==> src/rtl/cordic_sched_pkg.sv <==
// Shared types and constants for the cordic request scheduler.
// The core finishes 16 iterations at 2 per enabled cycle.
package cordic_sched_pkg;

    typedef enum logic [1:0] {
        S_IDLE,
        S_LAUNCH,
        S_BUSY,
        S_RESP
    } state_t;

    localparam int CORE_ITERS           = 16;
    localparam int ITERS_PER_CYCLE      = 2;
    localparam int EXPECTED_DONE_CYCLES = CORE_ITERS / ITERS_PER_CYCLE;

    localparam logic [31:0] FP_ZERO = 32'h0;

endpackage

==> src/rtl/cordic_req_scheduler_rr_arbiter.sv <==
// Combinational round-robin arbiter: first valid requester at or after
// the pointer, wrapping, wins.
module rr_arbiter #(
    parameter int NUM_REQ = 4,
    parameter int ID_W    = $clog2(NUM_REQ)
) (
    input  logic [NUM_REQ-1:0] i_valid,
    input  logic [ID_W-1:0]    i_ptr,
    output logic [NUM_REQ-1:0] o_grant,
    output logic [ID_W-1:0]    o_idx,
    output logic               o_any
);

    logic [ID_W-1:0] w_j;

    always_comb begin
        w_j   = '0;
        o_idx = '0;
        o_any = |i_valid;
        // Walk offsets from farthest to nearest so the nearest hit wins.
        for (int k = NUM_REQ - 1; k >= 0; k--) begin
            w_j = ID_W'((int'(i_ptr) + k) % NUM_REQ);
            if (i_valid[w_j]) begin
                o_idx = w_j;
            end
        end
        o_grant = o_any ? (NUM_REQ'(1) << o_idx) : '0;
    end

endmodule

==> src/rtl/cordic_req_scheduler.sv <==
// Shares one cordic cosine core between NUM_REQ requesters, round robin,
// returning each result tagged with its requester id.
module cordic_req_scheduler
    import cordic_sched_pkg::*;
#(
    parameter int NUM_REQ = 4,
    parameter int ID_W    = $clog2(NUM_REQ),
    parameter int TIMEOUT = 32
) (
    input  logic                  clock,
    input  logic                  aclr,
    input  logic [NUM_REQ-1:0]    req_valid,
    input  logic [NUM_REQ*32-1:0] req_data,
    output logic [NUM_REQ-1:0]    req_ready,
    output logic                  rsp_valid,
    input  logic                  rsp_ready,
    output logic [ID_W-1:0]       rsp_id,
    output logic [31:0]           rsp_data,
    output logic                  rsp_err,
    output logic                  busy,
    output logic                  core_clk_en,
    output logic                  core_start,
    output logic [31:0]           core_dataa,
    input  logic [31:0]           core_result,
    input  logic                  core_done
);

    // A timeout shorter than the core's own latency would never succeed.
    localparam int TMO   = (TIMEOUT > EXPECTED_DONE_CYCLES) ?
                           TIMEOUT : EXPECTED_DONE_CYCLES + 1;
    localparam int CNT_W = $clog2(TMO);

    state_t           r_state;
    state_t           w_next;
    logic [ID_W-1:0]  r_ptr;
    logic [CNT_W-1:0] r_cnt;
    logic [ID_W-1:0]  r_id;
    logic [31:0]      r_op;
    logic [31:0]      r_res;
    logic             r_err;

    logic [NUM_REQ-1:0] w_grant;
    logic [ID_W-1:0]    w_idx;
    logic               w_any;
    logic [31:0]        w_op;
    logic               w_tmo;
    logic [ID_W-1:0]    w_ptr_nxt;

    rr_arbiter #(
        .NUM_REQ (NUM_REQ),
        .ID_W    (ID_W)
    ) u_arb (
        .i_valid (req_valid),
        .i_ptr   (r_ptr),
        .o_grant (w_grant),
        .o_idx   (w_idx),
        .o_any   (w_any)
    );

    always_comb begin
        w_op = '0;
        for (int i = 0; i < NUM_REQ; i++) begin
            if (w_idx == ID_W'(i)) begin
                w_op = req_data[i*32 +: 32];
            end
        end
    end

    assign w_tmo     = (r_cnt == CNT_W'(TMO - 1));
    assign w_ptr_nxt = (r_id == ID_W'(NUM_REQ - 1)) ? '0 : r_id + 1'b1;

    always_comb begin
        w_next = r_state;
        case (r_state)
            S_IDLE:   if (w_any) w_next = S_LAUNCH;
            S_LAUNCH: w_next = S_BUSY;
            S_BUSY:   if (core_done || w_tmo) w_next = S_RESP;
            S_RESP:   if (rsp_ready) w_next = S_IDLE;
            default:  w_next = S_IDLE;
        endcase
    end

    always_ff @(posedge clock or posedge aclr) begin
        if (aclr) begin
            r_state <= S_IDLE;
            r_ptr   <= '0;
            r_cnt   <= '0;
            r_id    <= '0;
            r_op    <= '0;
            r_res   <= '0;
            r_err   <= 1'b0;
        end else begin
            r_state <= w_next;
            case (r_state)
                S_IDLE: begin
                    if (w_any) begin
                        r_id <= w_idx;
                        r_op <= w_op;
                    end
                end
                S_LAUNCH: r_cnt <= '0;
                S_BUSY: begin
                    r_cnt <= r_cnt + 1'b1;
                    // A done in the final timeout cycle still wins.
                    if (core_done) begin
                        r_res <= core_result;
                        r_err <= 1'b0;
                    end else if (w_tmo) begin
                        r_res <= FP_ZERO;
                        r_err <= 1'b1;
                    end
                end
                S_RESP: begin
                    if (rsp_ready) r_ptr <= w_ptr_nxt;
                end
                default: ;
            endcase
        end
    end

    always_comb begin
        req_ready   = (r_state == S_IDLE && !aclr) ? w_grant : '0;
        rsp_valid   = (r_state == S_RESP);
        busy        = (r_state != S_IDLE);
        core_start  = (r_state == S_LAUNCH);
        core_clk_en = (r_state == S_LAUNCH) ||
                      (r_state == S_BUSY && !core_done);
        core_dataa  = r_op;
        rsp_id      = r_id;
        rsp_data    = r_res;
        rsp_err     = r_err;
    end

endmodule

==> config.mk <==
export PLATFORM = sky130hd
export DESIGN_NAME = cordic_req_scheduler
export DESIGN_NICKNAME = d
export VERILOG_FILES = /design/src/rtl/cordic_sched_pkg.sv /design/src/rtl/cordic_req_scheduler_rr_arbiter.sv /design/src/rtl/cordic_req_scheduler.sv
export SDC_FILE = /design/constraint.sdc
export NUM_CORES = 1
export LEC_CHECK = 0
export ABC_CLOCK_PERIOD_IN_PS = 5100
export CORE_UTILIZATION = 39
export CTS_BUF_LIST = sky130_fd_sc_hd__clkbuf_4
export DETAILED_ROUTE_END_ITERATION = 10
export GPL_TIMING_DRIVEN = 0
export PLACE_DENSITY = 0.83
export SYNTH_ARGS = -nofsm -noshare
export SYNTH_HDL_FRONTEND = slang
export SYNTH_HIERARCHICAL = 1
export SYNTH_SLANG_ARGS = --single-unit
==> constraint.sdc <==
create_clock -name clock -period 5.1 [get_ports clock]
set_input_delay 1.275 -clock clock [delete_from_list [all_inputs] [get_ports clock]]
set_output_delay 1.275 -clock clock [all_outputs]
set_load 0.05 [all_outputs]
-- Word-level counts from Yosys, hierarchy flattened
Cells that the tools add are included.
- $add $sub $neg: 5
- multipliers: 0
- divide/modulo/power cells: 0
- $lt $le $gt $ge: 4
- eq/ne operators: 11
- shift operators: 1
- multiplexer cells: 28
- bitwise gates (word level): 0
- reduce and logical (&&, ||, !) cells: 16
- operators by type and width (cell ; count):
    $mux 32 ; 6
    $mux 2 ; 8
    $lt 2x3->1 const B ; 4
    $eq 2x2->1 const B ; 5
    $pmux 5 s2 ; 1
    $bmux 1 s2 ; 4
    $mux 4 ; 2
    $pmux 2 s4 ; 1
    $mux 1 ; 6
    $reduce_and 2->1 ; 3
    $reduce_bool 2->1 ; 3
    $add 5x1->5 const B ; 1
    $eq 5x5->1 const B ; 1
    $add 2x1->2 const B ; 2
    $add 2x2->2 const B ; 2
    $eq 2x1->1 const B ; 2
    $logic_not 2->1 ; 2
    $ne 2x1->1 const B ; 2
    $reduce_or 4->1 ; 1
    $shl 1x2->4 const A ; 1
    $reduce_and 3->1 ; 1
    $logic_and 1x1->1 ; 2
    $logic_not 1->1 ; 2
    $logic_or 1x1->1 ; 2
    $ne 2x2->1 const B ; 1
- register bits after elaboration: 76
- latch bits: 0
- RAM bits: 0
- memory bits (read-only): 0
- bits of input ports: 168
- output and inout port bits: 75
- logic and storage cells: 72
- memories kept: 0

-- Logic depth before layout (Yosys ltp)
Gate-level depths: netlist of the first run.
- word-level depth: 12
- gate-level depth with buffers: 8
- gate-level depth less buffers: 6

-- Modules after synthesis
The synthesis of the first run kept the hierarchy.
- by module, submodules not included (module ; instances ; cells an instance ; area an instance (um^2) ; sequential area each (um^2)):
    cordic_req_scheduler ; 1 ; 316 ; 3936.3 ; 1901.8
    rr_arbiter ; 1 ; 33 ; 211.5 ; 0.0

-- Worst setup path before layout of the first run
No wires, ideal clock.
- path kind: input to output
- from: input port aclr
- to: output port req_ready[0]
- arrival: 3571 ps
- data required time: 3825 ps
- setup slack: 254 ps
- stages: 2
- path buffers: 0
- path through: inv_1 > and3_1
- cells in the longest elaborated chain, start to end: 3
- RTL lines (what ; line ; RTL):
    from (decl) ; cordic_req_scheduler.sv:11 ; input logic aclr,
    $logic_not 1->1 ; cordic_req_scheduler.sv:122 ; req_ready = (r_state == S_IDLE && !aclr) ? w_grant : '0;
    $logic_and 1x1->1 ; cordic_req_scheduler.sv:122 ;
    $mux 4 ; cordic_req_scheduler.sv:122 ;
    to (decl) ; cordic_req_scheduler.sv:14 ; output logic [NUM_REQ-1:0] req_ready,
Every way passes these cells.

-- Worst setup path after layout of the first run
- from: input port req_valid[3]
- to: output port req_ready[2]
- cells in the longest elaborated chain, start to end: 9
- elaborated cells between the ends (all ways): 16
- classes of those cells: 1 x shift; 14 x mux; 1 x reduce/logical
- RTL lines (what ; line ; RTL):
    from (decl) ; cordic_req_scheduler.sv:12 ; input logic [NUM_REQ-1:0] req_valid,
    $bmux 1 s2 ; cordic_req_scheduler_rr_arbiter.sv:23 ; if (i_valid[w_j]) begin
    $mux 1 (implied by the code) ; cordic_req_scheduler_rr_arbiter.sv:23 ;
    $mux 2 (4 in series) ; cordic_req_scheduler_rr_arbiter.sv:23 ;
    $shl 1x2->4 ; cordic_req_scheduler_rr_arbiter.sv:27 ; o_grant = o_any ? (NUM_REQ'(1) << o_idx) : '0;
    $mux 4 * ; cordic_req_scheduler_rr_arbiter.sv:27 ;
    net w_grant[2] ; cordic_req_scheduler.sv:42 ; logic [NUM_REQ-1:0] w_grant;
    $mux 4 * ; cordic_req_scheduler.sv:122 ;
The timed path passes the listed nets; every way through them passes the cells marked *. The select of a mux whose other input is x is not followed.

==> results of run 1 <==
## per-stage QoR
stage               TNS, ns  hold slack (ns)  instance area, um2  power, mW   util
finish                    0            0.507                6900       4.29  0.668
global route              0            0.524                6900       4.51  0.668
CTS                       0            0.510                6900       4.32  0.668
detailed placement        0            0.479                6730       3.88  0.652
global placement      -5.05            0.469                6710       3.82  0.650
floorplan                 0            0.455                4150       2.95      -
## worst register-to-register path, delay by kind of cell, from the launching register on
kind / cells / cell delay (ns)
buf+inv: 3 / 0.71
compound gates: 4 / 0.60
flops: 1 / 0.44
mux: 1 / 0.32
## flip-flops by register name (all words and copies together) (netlist names)
name        count
core_dataa     32
r_state         2
rsp_err         1
rsp_id          2
r_ptr           2
r_cnt           5
rsp_data       32
## cells in the mapped netlist (all sizes together)
master | count | area share
a211o | 1 | 0.0021
nor2b | 3 | 0.0045
ha | 7 | 0.021
a22o | 33 | 0.070
nor3 | 1 | 0.0012
nor2 | 6 | 0.0054
nand2 | 39 | 0.037
o2bb2ai | 2 | 0.0042
buf | 26 | 0.044
and3 | 6 | 0.0091
o22ai | 1 | 0.0015
o32a | 1 | 0.0024
o221ai | 32 | 0.11
mux2 | 2 | 0.0054
dfrtp | 76 | 0.46
mux2i | 67 | 0.16
and2 | 2 | 0.0030
or2 | 1 | 0.0015
a31oi | 1 | 0.0015
inv | 13 | 0.012
a21o | 1 | 0.0018
o31ai | 1 | 0.0018
a221oi | 1 | 0.0021
clkbuf | 4 | 0.0036
a21oi | 5 | 0.0060
nand3 | 4 | 0.0048
o21ai | 8 | 0.0097
a21boi | 2 | 0.0036
o221a | 2 | 0.0054
o2bb2a | 1 | 0.0024
## final timing paths
kind / startpoint / to / slack (ns) / cells past startpoint
max: req_valid[3] / req_ready[2] / 0.65 / 6
min: core_dataa[21]$_DFFE_PP0P_ / core_dataa[21]$_DFFE_PP0P_ / 0.51 / 2
max reg2reg: r_ptr[1]$_DFFE_PP0P_ / core_dataa[3]$_DFFE_PP0P_ / 2.93 / 8
min reg2reg: core_dataa[21]$_DFFE_PP0P_ / core_dataa[21]$_DFFE_PP0P_ / 0.51 / 2
max in group asynchronous: aclr / rsp_data[28]$_DFFE_PP0P_ / 3.28 / 3
min in group asynchronous: aclr / r_ptr[0]$_DFFE_PP0P_ / 1.22 / 2
## report_power, final
group | switching [mW] | leakage, nW | internal [mW] | total (mW)
Combinational | 1.72 | 1.99 | 1.08 | 2.80
Clock | 0.230 | 0.0821 | 0.202 | 0.432
Sequential | 0.174 | 0.952 | 0.877 | 1.05
## layer usage
layer | wire length [um] | share of wire | vias up | global-route usage
met1 | 5150 | 0.39 | 1870 | 0.267
met4 | 165 | 0.013 | 0 | 0.0644
met5 | 0 | 0 | - | 0
li1 | - | - | 1813 | -
met3 | 1090 | 0.083 | 13 | 0.0767
met2 | 6700 | 0.51 | 172 | 0.442
## final cells by class
| class | instances | area (um2) | area share |
|---|---|---|---|
| clock buffer | 9 | 67.6 | 0.00979 |
| buffer | 30 | 198 | 0.0287 |
| inverter | 13 | 51.3 | 0.00744 |
| sequential | 76 | 1900 | 0.276 |
| timing repair buffer | 240 | 2410 | 0.350 |
| multi-input combinational | 230 | 2000 | 0.290 |
| clock inverter | 7 | 98.8 | 0.0143 |
| tap | 136 | 170 | 0.0247 |
## logic make-up after synthesis
| family | after synthesis | synth area share |
|---|---|---|
| compound gates | 92 | 0.227 |
| flops | 76 | 0.459 |
| mux | 69 | 0.167 |
| simple gates | 62 | 0.0667 |
| buf+inv | 43 | 0.0594 |
| fa+ha+maj | 7 | 0.0211 |
==> results.py, run 1 <==
metrics = {
    "outcome": {
        "status": "completed",
    },
    "worst_setup_path": {
        "endpoint_kind": "output pin",
        "worstPathCellList": "clkdlybuf4s50_1 -> nor2_1 -> o21ai_0 -> a21boi_0 -> and3_1 -> clkdlybuf4s50_1",
        "cp_slowest_cell": "clkdlybuf4s50_1",
        "worstSetupStartpointType": "input port",
        "path_buf_inv": 2,
        "cp_max_fo": 6,
        "crit_family": "buffers and inverters",
        "crit_arrival_ns": 3.18,
        "cp_common_cell": "clkdlybuf4s50_1",
        "crit_path_max_incr_delay_ns": 0.80,
        "worstPathRequired_ns": 3.83,
        "worstSetupPathType": "input port to output pin",
    },
    "route": {
        "drcViolationCount": 0,
        "drt-total-wl_um": 13100,
        "via_per_inst": 5.22,
        "firstDrtPassIters": 4,
        "ant_nets": 0,
        "post_drt_wl_per_cell_um": 17.7,
        "first_iter_violations": 210,
        "num_vias": 3868,
    },
    "timing": {
        "slew_headroom": 0.615,
        "layout_min_cycle_time_ns": 4.45,
        "clock_skew_ns": 0.0204,
        "finalSetupViolCount": 0,
        "rsz0062_at_grt": "no",
        "slew_violations": 0,
        "fin_ws_ns": 0.645,
        "min_period_over_period": 0.873,
        "worstMarginPinSlew_ns": 0.576,
        "hold_viol": 0,
        "clock.fmax_mhz": 224,
    },
    "cells_and_area": {
        "layout-drive-gt1-share": 0.127,
        "final_cell_mix": "clkdlybuf4s50_1, dfrtp_1, mux2i_1, nand2_1, a22o_1",
        "final_common_cell": "clkdlybuf4s50_1",
        "nFillCells": 818,
        "diodes": 0,
        "fin_nets": 775,
        "syn_to_final_growth_pct": 66.3,
        "fin_cells": 741,
    },
    "global_routing": {
        "grt_pass1_vias": 4123,
        "grt_pass1_wl_um": 20900,
        "grt_usage": 0.241,
        "gr-total-overflow": 0,
        "grt_start_max_net_pins": 44,
        "antenna_found_initial": 0,
    },
    "logic_synthesis": {
        "yosysWarningCount": 6,
        "syn-instance-count": 349,
        "synthDistinctLibCells": 37,
        "ys_seq_area_frac": 0.459,
        "synth_fp_nets": 524,
        "avgSynthCellArea_um2": 11.9,
        "ys_ff_latch": 76,
        "synth_area_mm2": 0.00415,
    },
    "floorplan": {
        "die_y_um": 105,
        "core_area_mm2": 0.0103,
        "pin_count": 243,
        "die_x_um": 105,
        "die_area_mm2": 0.0111,
        "start_util": 0.402,
        "rows": 37,
    },
    "clock_network": {
        "clk_pin_slew_ns": 0.13,
        "cts_root_buf": "clkbuf_4",
        "cts-buffers-inserted": 9,
        "postCtsSetupBuffers": 0,
        "cts_max_path_buffers": 2,
        "cts_num_sinks": 76,
        "htree_levels": 3,
        "cts_resized": 0,
        "ctsHoldBuffers": 0,
        "cts_tree": "built",
        "clk_latency_ns": 0.42,
    },
    "place": {
        "hpwl_um": 10200,
        "gp_congestion": 0.766,
        "port_buffers": 239,
        "place_ws_ns": 0.634,
        "place_inst": 725,
    },
    "pwr": {
        "ir_drop_v": 0.000399,
        "power_density_mw_per_mm2": 621,
        "leakage_nw": 3.03,
    },
    "flow_run": {
        "maxCapViolations": 0,
    },
    "min_path": {
        "holdCritPathClass": "register to register",
    },
}
(Power assumes the default switching activity.)
==> inputs of run 2 (changes only) <==
--- a/config.mk
+++ b/config.mk
@@ -5,7 +5,7 @@
 export SDC_FILE = /design/constraint.sdc
 export NUM_CORES = 1
 export LEC_CHECK = 0
-export ABC_CLOCK_PERIOD_IN_PS = 5100
+export ABC_CLOCK_PERIOD_IN_PS = 4330
 export CORE_UTILIZATION = 39
 export CTS_BUF_LIST = sky130_fd_sc_hd__clkbuf_4
 export DETAILED_ROUTE_END_ITERATION = 10
==> constraint.sdc (replaced) <==
create_clock -name clock -period 4.33 [get_ports clock]
set_input_delay 1.0825 -clock clock [delete_from_list [all_inputs] [get_ports clock]]
set_output_delay 1.0825 -clock clock [all_outputs]
set_load 0.05 [all_outputs]
==> run 2 against run 1 <==
- combinational power is 19% higher
- cell count rose by 0.13%
- worst hold slack worse by 0.0065 ns
- highest routed layer unchanged
- via count increased by 0.47%
- global-route usage decreased by 0.11 points
- critical path depth is the same
- power rose by 18%
- worst setup slack worse by 0.40 ns
- sequential share of layout area fell by 0.080 points
==> results.py, run 2 (synthesized netlist as in run 1, its figures left out) <==
metrics = {
    "clock_network": {
        "postCtsSetupBuffers": 0,
        "cts_resized": 0,
        "cts_num_sinks": 76,
        "ctsHoldBuffers": 0,
        "clk_pin_slew_ns": 0.12,
        "clk_latency_ns": 0.41,
        "cts-buffers-inserted": 9,
        "cts_max_path_buffers": 2,
        "htree_levels": 3,
        "cts_tree": "built",
        "cts_root_buf": "clkbuf_4",
    },
    "route": {
        "first_iter_violations": 134,
        "drcViolationCount": 0,
        "firstDrtPassIters": 4,
        "ant_nets": 0,
        "num_vias": 3886,
        "drt-total-wl_um": 13200,
        "post_drt_wl_per_cell_um": 17.8,
        "via_per_inst": 5.24,
    },
    "global_routing": {
        "grt_usage": 0.240,
        "gr-total-overflow": 0,
        "grt_start_max_net_pins": 44,
        "grt_pass1_wl_um": 20700,
        "use_met3": 0.0830,
        "antenna_found_initial": 0,
        "grt_pass1_vias": 4105,
        "gr-usage-met2": 0.431,
        "met1_usage": 0.266,
        "grt_busiest_layer": "met2",
    },
    "place": {
        "gp_congestion": 0.854,
        "hpwl_um": 10200,
        "port_buffers": 239,
        "place_ws_ns": 0.264,
        "place_area_mm2": 0.00675,
        "place_inst": 726,
    },
    "pwr": {
        "clkPwrFrac": 0.100,
        "swShare": 0.498,
        "total_power_mw": 5.07,
        "leakage_nw": 3.03,
        "p_int_mw": 2.55,
        "switchingPower_mw": 2.52,
        "ir_drop_v": 0.000510,
        "power_frac_comb": 0.655,
        "power_density_mw_per_mm2": 733,
        "pwr-share-seq": 0.245,
    },
    "floorplan": {
        "pin_count": 243,
        "start_util": 0.402,
        "rows": 37,
        "die_area_mm2": 0.0111,
        "die_y_um": 105,
        "die_x_um": 105,
        "core_area_mm2": 0.0103,
    },
    "timing": {
        "hold_viol": 0,
        "layout_min_cycle_time_ns": 4.09,
        "worstMarginPinSlew_ns": 0.568,
        "fin_ws_ns": 0.243,
        "clock.fmax_mhz": 245,
        "finalSetupViolCount": 0,
        "slew_violations": 0,
        "clock_skew_ns": 0.0106,
        "min_period_over_period": 0.944,
        "slew_headroom": 0.620,
        "rsz0062_at_grt": "no",
        "hold_slack_ns": 0.500,
    },
    "worst_setup_path": {
        "worstReg2RegStart": "r_ptr[1]$_DFFE_PP0P_",
        "reg2reg_depth": 8,
        "cp_max_fo": 6,
        "endpoint_kind": "output pin",
        "worstSetupStartpointType": "input port",
        "worstPathRequired_ns": 3.25,
        "r2r_end": "core_dataa[10]$_DFFE_PP0P_",
        "reg2reg_slack_ns": 2.08,
        "worstSetupPathType": "input port to output pin",
        "crit_arrival_ns": 3.00,
        "crit_path_start": "req_valid[3]",
        "crit_end": "req_ready[2]",
    },
    "cells_and_area": {
        "diodes": 0,
        "layout-drive-gt1-share": 0.130,
        "nFillCells": 818,
        "final_cell_mix": "clkdlybuf4s50_1, dfrtp_1, mux2i_1, nand2_1, a22o_1",
        "final_common_cell": "clkdlybuf4s50_1",
        "syn_to_final_growth_pct": 66.8,
        "multi_input_area_mm2": 0.00200,
        "fin_cells": 742,
        "seq_area_mm2": 0.00190,
        "fin_area_mm2": 0.00692,
        "fin_nets": 776,
    },
    "outcome": {
        "status": "completed",
    },
    "flow_run": {
        "maxCapViolations": 0,
    },
    "min_path": {
        "holdCritPathClass": "register to register",
    },
}
-- run 2: changes by cell type in the layout (fill, tap and decap cells not counted) --
cell	before	now
inv_8	1	0
clkinv_1	1	0
clkinv_2	0	1
inv_4	1	0
inv_6	1	2
clkinvlp_4	2	3
buf_12	1	2
-- run 2: worst max-delay path, cell delays in order --
cell             delay, ns
clkdlybuf4s50_1       0.50
nor2_1                0.20
o21ai_0               0.11
a21boi_0              0.14
and3_1                0.17
clkdlybuf4s50_1       0.80
-- run 2: through the flow --
stage	TNS, ns	utilization
detailed placement	0	0.654
CTS	0	0.670
global route	0	0.670
finish	0	0.670
floorplan	0	-
global placement	-4.38	0.650
-- run 2: metal layers --
metal  part of all wire  wire (um)
met1               0.39       5130
met2               0.50       6660
met3              0.085       1120
met4              0.021        282
met5                  0          0
-- run 2: cell type report --
class | instances | area share
Timing Repair Buffer | 241 | 0.352
Multi-Input combinational cell | 230 | 0.289
Sequential cell | 76 | 0.275
Buffer | 30 | 0.0286
Tap cell | 136 | 0.0246
Clock inverter | 7 | 0.0141
Clock buffer | 9 | 0.00976
Inverter | 13 | 0.00759
-- run 2: how the worst min path moves through the flow --
stage                                     from                    endpoint  slack (ns)  cells past startpoint
finish              core_dataa[10]$_DFFE_PP0P_  core_dataa[10]$_DFFE_PP0P_        0.50                      2
CTS                 core_dataa[10]$_DFFE_PP0P_  core_dataa[10]$_DFFE_PP0P_        0.50                      2
global placement     core_dataa[9]$_DFFE_PP0P_   core_dataa[9]$_DFFE_PP0P_        0.47                      2
global route          rsp_data[22]$_DFFE_PP0P_    rsp_data[22]$_DFFE_PP0P_        0.53                      1
detailed placement  core_dataa[10]$_DFFE_PP0P_  core_dataa[10]$_DFFE_PP0P_        0.47                      2
floorplan                 r_cnt[2]$_DFFE_PP0P_        r_cnt[2]$_DFFE_PP0P_        0.45                      1
-- run 2: power groups by stage --
stage	Combinational (mW)	Clock, mW	Sequential (mW)
after floorplan	1.24	0	2.23
after CTS	3.35	0.518	1.24
after global routing	3.49	0.550	1.29
after detailed placement	3.34	0	1.25
final	3.32	0.508	1.24
after global placement	3.26	0	1.24
==> inputs of run 3 (changes only) <==
--- a/config.mk
+++ b/config.mk
@@ -10,6 +10,7 @@
 export CTS_BUF_LIST = sky130_fd_sc_hd__clkbuf_4
 export DETAILED_ROUTE_END_ITERATION = 10
 export GPL_TIMING_DRIVEN = 0
+export MAX_ROUTING_LAYER = met4
 export PLACE_DENSITY = 0.83
 export SYNTH_ARGS = -nofsm -noshare
 export SYNTH_HDL_FRONTEND = slang
==> run 3 against run 2 <==
- core utilization did not move
- design area unchanged
- critical path type unchanged
- largest cell class unchanged
- power barely moved
- clock power is essentially flat
- register-to-register slack worse by 0.02 ns
- die area is the same
- flip-flop and latch count unchanged
- critical endpoint unchanged
- routed wire length about the same
- largest power group unchanged
==> results.py, run 3 (synthesized netlist as in run 1, its figures left out) <==
metrics = {
    "floorplan": {
        "die_x_um": 105,
        "die_y_um": 105,
        "pin_count": 243,
        "start_util": 0.402,
        "core_area_mm2": 0.0103,
        "rows": 37,
        "die_area_mm2": 0.0111,
    },
    "worst_setup_path": {
        "crit_arrival_ns": 3.00,
        "worstSetupPathType": "input port to output pin",
        "worstPathRequired_ns": 3.25,
        "endpoint_kind": "output pin",
        "reg2reg_slack_ns": 2.06,
        "worstSetupStartpointType": "input port",
        "cp_max_fo": 6,
    },
    "timing": {
        "clock_skew_ns": 0.0110,
        "worstMarginPinSlew_ns": 0.568,
        "slew_violations": 0,
        "clock.fmax_mhz": 245,
        "rsz0062_at_grt": "no",
        "hold_viol": 0,
        "slew_headroom": 0.620,
        "hold_slack_ns": 0.500,
        "layout_min_cycle_time_ns": 4.08,
        "min_period_over_period": 0.942,
        "finalSetupViolCount": 0,
    },
    "outcome": {
        "status": "completed",
    },
    "global_routing": {
        "grt_start_max_net_pins": 44,
        "grt_pass1_wl_um": 20700,
        "grt_pass1_vias": 4113,
        "gr-total-overflow": 0,
        "grt_usage": 0.247,
        "antenna_found_initial": 0,
    },
    "clock_network": {
        "clk_pin_slew_ns": 0.12,
        "cts-buffers-inserted": 9,
        "cts_root_buf": "clkbuf_4",
        "cts_tree": "built",
        "cts_resized": 0,
        "clk_latency_ns": 0.41,
        "cts_max_path_buffers": 2,
        "cts_num_sinks": 76,
        "htree_levels": 3,
        "ctsHoldBuffers": 0,
        "postCtsSetupBuffers": 0,
    },
    "flow_run": {
        "maxCapViolations": 0,
    },
    "cells_and_area": {
        "syn_to_final_growth_pct": 66.8,
        "layout-drive-gt1-share": 0.130,
        "diodes": 0,
        "final_cell_mix": "clkdlybuf4s50_1, dfrtp_1, mux2i_1, nand2_1, a22o_1",
        "final_common_cell": "clkdlybuf4s50_1",
        "fin_cells": 742,
        "fin_nets": 776,
        "fin_area_mm2": 0.00692,
    },
    "place": {
        "hpwl_um": 10200,
        "place_inst": 726,
        "port_buffers": 239,
        "gp_congestion": 0.868,
        "place_area_mm2": 0.00675,
    },
    "route": {
        "first_iter_violations": 159,
        "drt-total-wl_um": 13200,
        "ant_nets": 0,
        "drcViolationCount": 0,
        "post_drt_wl_per_cell_um": 17.8,
        "firstDrtPassIters": 4,
        "num_vias": 3888,
        "via_per_inst": 5.24,
    },
    "pwr": {
        "ir_drop_v": 0.000510,
        "power_density_mw_per_mm2": 733,
        "leakage_nw": 3.03,
        "total_power_mw": 5.07,
    },
    "min_path": {
        "holdCritPathClass": "register to register",
    },
}
[run 3: cell counts in the layout (fill, tap and decap cells not counted)]
Identical to the previous run, type by type.
[run 3: area by class of cell]
type	count	area [um2]
fillers	818	3400
repair buffers	241	2430
multi-input cells	230	2000
flip-flops and latches	76	1900
plain buffers	30	198
well taps	136	170
clock inverters	7	97.6
clock buffers	9	67.6
inverters	13	52.6
[run 3: critical path, stage by stage]
cell             delay, ns
clkdlybuf4s50_1       0.50
nor2_1                0.19
o21ai_0               0.11
a21boi_0              0.14
and3_1                0.17
clkdlybuf4s50_1       0.80
[run 3: metal layers]
layer  vias up  wire, um  global-route usage
li1       1815         -                   -
met1      1882      5210               0.271
met2       172      6680               0.430
met3        19      1010              0.0724
met4         0       277              0.0744
met5         -         0                   -
[run 3: path summary, 6_finish.rpt]
kind                                             from                         end  cells after the start
setup / recovery                         req_valid[3]                req_ready[2]                      6
hold / removal             core_dataa[10]$_DFFE_PP0P_  core_dataa[10]$_DFFE_PP0P_                      2
setup reg to reg                 r_ptr[1]$_DFFE_PP0P_  core_dataa[10]$_DFFE_PP0P_                      8
hold reg to reg            core_dataa[10]$_DFFE_PP0P_  core_dataa[10]$_DFFE_PP0P_                      2
max in group asynchronous                        aclr  core_dataa[21]$_DFFE_PP0P_                      4
min in group asynchronous                        aclr     rsp_data[8]$_DFFE_PP0P_                      2
[run 3: power by group]
part / internal (mW) / switching, mW
Sequential: 1.03 / 0.209
Clock: 0.237 / 0.268
Combinational: 1.28 / 2.05
[run 3: through the flow]
step	TNS, ns	setup slack, ns	utilization
CTS	0	0.264	0.670
detailed placement	0	0.264	0.654
global route	0	0.108	0.670
finish	0	0.252	0.670
global placement	-4.38	-1.10	0.650
floorplan	0	0.419	-
